File: src/rtl/uart_tx.sv
`default_nettype none
`timescale 1ns/1ps
// ============================================================================
// Module   : uart_tx
// Purpose  : 8-bit UART transmitter with a small FIFO in front of the frame
//            engine. Build option UART_TX_PARITY_EN adds an even-parity bit.
// Revision : 1.0  initial release
// ============================================================================
module uart_tx #(
    parameter int CLK_FREQ   = 50_000_000,
    parameter int BAUD_RATE  = 115200,
    parameter int FIFO_DEPTH = 4
) (
    input  logic       clk,
    input  logic       rst_n,
    input  logic [7:0] data,
    input  logic       data_valid,
    output logic       ready,
    output logic       tx,
    output logic       busy
);

    localparam int BIT_CLKS = CLK_FREQ / BAUD_RATE;
    localparam int CNT_W    = (BIT_CLKS > 1) ? $clog2(BIT_CLKS) : 1;
    localparam int PTR_W    = $clog2(FIFO_DEPTH);

    localparam logic [CNT_W-1:0] BIT_LAST = CNT_W'(BIT_CLKS - 1);
    localparam logic [CNT_W-1:0] BAUD_ONE = CNT_W'(1);
    localparam logic [PTR_W:0]   FULL_CNT = (PTR_W + 1)'(FIFO_DEPTH);
    localparam logic [PTR_W:0]   CNT_ONE  = (PTR_W + 1)'(1);
    localparam logic [PTR_W-1:0] PTR_ONE  = PTR_W'(1);

`ifdef UART_TX_PARITY_EN
    typedef enum logic [2:0] {
        ST_IDLE   = 3'd0,
        ST_START  = 3'd1,
        ST_DATA   = 3'd2,
        ST_PARITY = 3'd3,
        ST_STOP   = 3'd4
    } state_t;
`else
    typedef enum logic [2:0] {
        ST_IDLE  = 3'd0,
        ST_START = 3'd1,
        ST_DATA  = 3'd2,
        ST_STOP  = 3'd4
    } state_t;
`endif

    state_t           state_q, state_d;
    logic [CNT_W-1:0] baud_q, baud_d;
    logic [2:0]       bit_idx_q, bit_idx_d;
    logic [7:0]       shift_q, shift_d;
    logic             tx_q, tx_d;
    logic             ready_q;
    logic [PTR_W-1:0] wr_ptr_q, rd_ptr_q;
    logic [PTR_W:0]   count_q, count_d;
    logic [7:0]       mem_q [FIFO_DEPTH];
    logic             push, pop, bit_end, buf_nonempty;
`ifdef UART_TX_PARITY_EN
    logic             parity_q, parity_d;
`endif

    assign push         = data_valid && ready_q;
    assign bit_end      = (baud_q == BIT_LAST);
    assign buf_nonempty = (count_q != '0);

    always_comb begin
        count_d = count_q;
        if (push && !pop) begin
            count_d = count_q + CNT_ONE;
        end else if (pop && !push) begin
            count_d = count_q - CNT_ONE;
        end
    end

    always_ff @(posedge clk) begin
        if (push) begin
            mem_q[wr_ptr_q] <= data;
        end
    end

    // ready is registered from the next occupancy so it never depends on data_valid
    always_ff @(posedge clk or negedge rst_n) begin
        if (!rst_n) begin
            wr_ptr_q <= '0;
            rd_ptr_q <= '0;
            count_q  <= '0;
            ready_q  <= 1'b0;
        end else begin
            if (push) wr_ptr_q <= wr_ptr_q + PTR_ONE;
            if (pop)  rd_ptr_q <= rd_ptr_q + PTR_ONE;
            count_q <= count_d;
            ready_q <= (count_d != FULL_CNT);
        end
    end

    always_comb begin
        state_d   = state_q;
        baud_d    = bit_end ? '0 : baud_q + BAUD_ONE;
        bit_idx_d = bit_idx_q;
        shift_d   = shift_q;
        pop       = 1'b0;
        tx_d      = 1'b1;
`ifdef UART_TX_PARITY_EN
        parity_d  = parity_q;
`endif
        case (state_q)
            ST_IDLE: begin
                baud_d = '0;
                if (buf_nonempty) begin
                    pop     = 1'b1;
                    shift_d = mem_q[rd_ptr_q];
`ifdef UART_TX_PARITY_EN
                    parity_d = ^mem_q[rd_ptr_q];
`endif
                    state_d = ST_START;
                end
            end
            ST_START: begin
                tx_d = 1'b0;
                if (bit_end) begin
                    state_d   = ST_DATA;
                    bit_idx_d = '0;
                end
            end
            ST_DATA: begin
                tx_d = shift_q[0];
                if (bit_end) begin
                    shift_d   = {1'b0, shift_q[7:1]};
                    bit_idx_d = bit_idx_q + 3'd1;
                    if (bit_idx_q == 3'd7) begin
`ifdef UART_TX_PARITY_EN
                        state_d = ST_PARITY;
`else
                        state_d = ST_STOP;
`endif
                    end
                end
            end
`ifdef UART_TX_PARITY_EN
            ST_PARITY: begin
                tx_d = parity_q;
                if (bit_end) begin
                    state_d = ST_STOP;
                end
            end
`endif
            ST_STOP: begin
                // back-to-back frames: reload straight into START without an idle cycle
                if (bit_end) begin
                    if (buf_nonempty) begin
                        pop     = 1'b1;
                        shift_d = mem_q[rd_ptr_q];
`ifdef UART_TX_PARITY_EN
                        parity_d = ^mem_q[rd_ptr_q];
`endif
                        state_d = ST_START;
                    end else begin
                        state_d = ST_IDLE;
                    end
                end
            end
            default: begin
                state_d = ST_IDLE;
            end
        endcase
    end

    always_ff @(posedge clk or negedge rst_n) begin
        if (!rst_n) begin
            state_q   <= ST_IDLE;
            baud_q    <= '0;
            bit_idx_q <= '0;
            shift_q   <= '0;
            tx_q      <= 1'b1;
`ifdef UART_TX_PARITY_EN
            parity_q  <= 1'b0;
`endif
        end else begin
            state_q   <= state_d;
            baud_q    <= baud_d;
            bit_idx_q <= bit_idx_d;
            shift_q   <= shift_d;
            tx_q      <= tx_d;
`ifdef UART_TX_PARITY_EN
            parity_q  <= parity_d;
`endif
        end
    end

    assign tx    = tx_q;
    assign ready = ready_q;
    assign busy  = (state_q != ST_IDLE) || buf_nonempty;

endmodule
`default_nettype wire

File: config.mk
export PLATFORM = sky130hd
export DESIGN_NAME = uart_tx
export DESIGN_NICKNAME = d
export VERILOG_FILES = /design/src/rtl/uart_tx.sv
export SDC_FILE = /design/constraint.sdc
export NUM_CORES = 1
export LEC_CHECK = 0
export CORE_MARGIN = 2
export CORE_UTILIZATION = 54
export CTS_CLUSTER_SIZE = 40
export DETAILED_ROUTE_END_ITERATION = 16
export HOLD_SLACK_MARGIN = 0.06
export PLACE_DENSITY = 0.75
export SYNTH_ARGS = -nofsm -noshare
export SYNTH_HDL_FRONTEND = slang
export SYNTH_SLANG_ARGS = --single-unit
File: constraint.sdc
create_clock -name clk -period 1.8 [get_ports clk]
set_input_delay 0.27 -clock clk [delete_from_list [all_inputs] [get_ports clk]]
set_output_delay 0.27 -clock clk [all_outputs]
set_load 0.01 [all_outputs]
==> out/qor.yml <==
yosys.area_share.simple_pct: 12.9
synth_top_family_by_area: "simple AND/OR/NAND/NOR gates"
layout-drive-gt1-share_pct: 31.3
path_clk_slew_ns: 0.07
grt_antenna_before_repair: 0
intPower_w: 0.00358
cp_max_fo: 7
combPwrFrac_pct: 34.7
max_cap_violations: 0
grt_usage_pct: 19.3
cts_buffers: 9
postSynthCellCount: 220
grt_max_degree: 33
core_area_um2: 5410
drc: 0
synth_edf_count: 32
layout.cells.non_filler: 337
synth-xor-area-share_pct: 3.23
clock-sinks: 64
syn_avg_cell_area_um2: 13.6
fp.dieH_um: 78.3
ys_types: 49
dp_hpwl_um: 3550
slew_headroom_pct: 72.2
firstDrtPassIters: 4
cp_slowest_cell: "dfrtp_1"
port_buffers: 13
grt_setup_unrepaired: "yes"
wl_per_cell_um: 15.8
fin_crit_sh_pct: 99.6
gp_congestion: 0.754
start_util_pct: 55.2
min_period_ns: 1.79
muxShareOfSynthArea_pct: 9.10
start_kind: "flip-flop"
die-area_um2: 6130
critPathTopFamily: "compound AO/OA/AOI/OAI gates"
status: "finished clean"
die_x_um: 78.3
root_buffer: "clkbuf_8"
setup_viol: 0
ys_seq_area_share_pct: 59.1
vias: 1817
synth.largest_area_cell: "edfxtp_1"
netlist.area_leader.share_pct: 32.2
worst_pin_slew_ns: 0.418
htree_levels: 3
cp.required_ns: 2.03
worst-path-buf-inv: 1
power_frac_seq_pct: 42.4
finClkSkew_ns: 0.00781
yosys_most_used_dff: "edfxtp_1"
ir_drop_uv: 787
cts_max_path_buffers: 2
hold_violations: 0
grt_pass1_vias: 1862
synth-async-reset-ratio_pct: 50.0
yosys_warnings: 0
clockPowerShare_pct: 23.0
vias_per_cell: 5.39
nNetsFinal: 282
powerDensity_nw_per_um2: 1440
routed_wl_um: 5320
areaGrowthSynthToFinish_pct: 22.7
crit_chain: "inv_1 -> ha_2 -> nand4b_4 -> o21ai_4 -> nand3_2 -> nor4b_2 -> o311ai_1"
p_switching_w: 0.00168
synth_nets: 242
slew_violations: 0
swShare_pct: 31.9
max_freq_mhz: 558
max_stage_delay_ns: 0.39
cts_tree: "done"
cp-end-kind: "flip-flop"
p_leak_nw: 1.48
fin_tns_setup_ns: 0
hold_path_class: "in -> async"
worstPathArrival_ns: 2.02
n_antenna_cell: 0
rows: 27
grt_pass1_wl_um: 9020
ys_ff_latch: 64
synth-compound-area-share_pct: 8.43
clock_latency_ns: 0.34
synth_area_leaders: "edfxtp_1 (32%), dfrtp_1 (26%), mux4_2 (6.0%)"
synth-adder-area-share_pct: 4.61
gr-total-overflow: 0
netlist_area_um2: 2980
ant_nets: 0
worst-setup-path-type: "reg -> reg"
drt_iter0_markers: 71
placed_cells: 317
io_pins: 14
-- routing by layer --
| layer | routed length [µm] | global-route usage [%] | up-vias |
|---|---|---|---|
| met1 | 2470 | 25.8 | 899 |
| met2 | 2640 | 30.9 | 23 |
| met3 | 142 | 4.60 | 7 |
| li1 | - | - | 888 |
| met4 | 63 | 7.54 | 0 |
| met5 | 0 | 0 | - |
-- placed cells by master (no fill, tap or decap), types with 2 or more instances in the layout --
cell / count
clkinvlp_4: 2
dfrtp_1: 31
mux4_2: 8
o21ai_2: 10
nand2_1: 13
a31oi_1: 2
clkbuf_8: 9
and3_1: 4
nor3b_1: 2
ha_1: 9
edfxtp_1: 32
nor2b_1: 4
ha_2: 2
clkdlybuf4s50_1: 12
xor2_1: 3
inv_1: 6
buf_12: 5
a21oi_1: 4
nor3_4: 2
buf_4: 21
mux2i_1: 8
o21ai_0: 4
nand3_1: 4
o21ai_1: 7
or2_2: 2
xnor2_1: 8
nor2_1: 17
-- worst paths after layout --
check                      slack (ns)        from    endpoint  cells after the start
setup / recovery                0.007   baud_q[1]       ready                      7
hold / removal                   0.33       rst_n   baud_q[8]                      2
setup reg to reg                0.007   baud_q[1]       ready                      7
hold reg to reg                  0.50  shift_q[7]  shift_q[7]                      2
max in group asynchronous        1.14       rst_n          tx                      2
min in group clk                 0.50  shift_q[7]  shift_q[7]                      2
-- worst register-to-register path, delay by kind of cell, from the launching register on --
| kind | cells | cell delay, ns |
|---|---|---|
| buffers and inverters | 1 | 0.07 |
| DFF | 1 | 0.39 |
| adders and majority gates | 1 | 0.19 |
| and+or+nand+nor | 3 | 0.48 |
| AOI/OAI and AO/OA | 2 | 0.56 |
-- final cells by class --
type / count / area [µm²]
multi-input cells: 139 / 1200
clock inverters: 7 / 71.3
flip-flops and latches: 64 / 1760
fillers: 393 / 1750
repair buffers: 39 / 383
clock buffers: 9 / 124
well taps: 72 / 90.1
inverters: 7 / 26.3
-- Yosys cell counts (2+ instances only) --
master	number
ha_1	11
a21oi_1	5
mux2i_1	8
nor3_1	3
nor2_1	17
nor3b_1	2
buf_1	2
nand2_1	13
and3_1	4
clkbuf_1	3
edfxtp_1	32
dfrtp_1	31
nand3_1	5
nor2b_1	5
mux4_2	8
or2_2	2
inv_1	7
o21ai_0	13
a31oi_1	2
xor2_1	3
xnor2_1	8
o21ai_2	8
buf_2	2
-- state kept, by name, indices dropped and copies added (netlist names), 2 cells and up --
| name | count |
|---|---|
| baud_q | 9 |
| rd_ptr_q | 2 |
| wr_ptr_q | 2 |
| mem_q | 32 |
| bit_idx_q | 3 |
| shift_q | 8 |
| state_q | 3 |
| count_q | 3 |
-- power by group through the flow --
stage	combinational [W]	clock, W	sequential [W]
after global placement	0.00164	0	0.00221
final	0.00182	0.00121	0.00223
after global routing	0.00201	0.00129	0.00227
after detailed placement	0.00169	0	0.00223
after CTS	0.00172	0.00123	0.00222
after floorplan	0.00112	0	0.00216
-- stage by stage --
stage / utilization [%] / total power (W) / area, µm² / worst slack [ns] / hold WS (ns)
2_1_floorplan: - / 0.00328 / 2990 / 0.0514 / -0.0256
3_3_place_gp: 62.6 / 0.00386 / 3380 / 0.0138 / 0.487
3_5_place_dp: 62.6 / 0.00393 / 3380 / -0.0495 / 0.500
4_1_cts: 66.6 / 0.00517 / 3600 / 0.0187 / 0.345
5_1_grt: 67.7 / 0.00557 / 3660 / -0.0877 / 0.377
6_report: 67.7 / 0.00526 / 3660 / 0.00709 / 0.330
-- cell families (layout without fill, tap and decap cells) --
| group | Yosys count | in the layout |
|---|---|---|
| DFF | 64 | 64 |
| adders and majority gates | 11 | 11 |
| buffers and inverters | 17 | 62 |
| muxes | 17 | 17 |
| AOI/OAI and AO/OA | 35 | 35 |
| xor gates and xnor gates | 11 | 11 |
| and+or+nand+nor | 65 | 65 |
-- what timing repair did --
| item | 4_1_cts | 5_1_grt |
|---|---|---|
| endpoints found under the setup margin | 11 | 14 |
| gates resized for setup | 6 | 21 |
| pin swaps | 1 | 2 |
| endpoints found under the hold margin | 0 | 0 |
| buffers inserted | 1 | 3 |
| hold buffers | 0 | 0 |
Note: power is estimated with default switching activity, not from simulation.
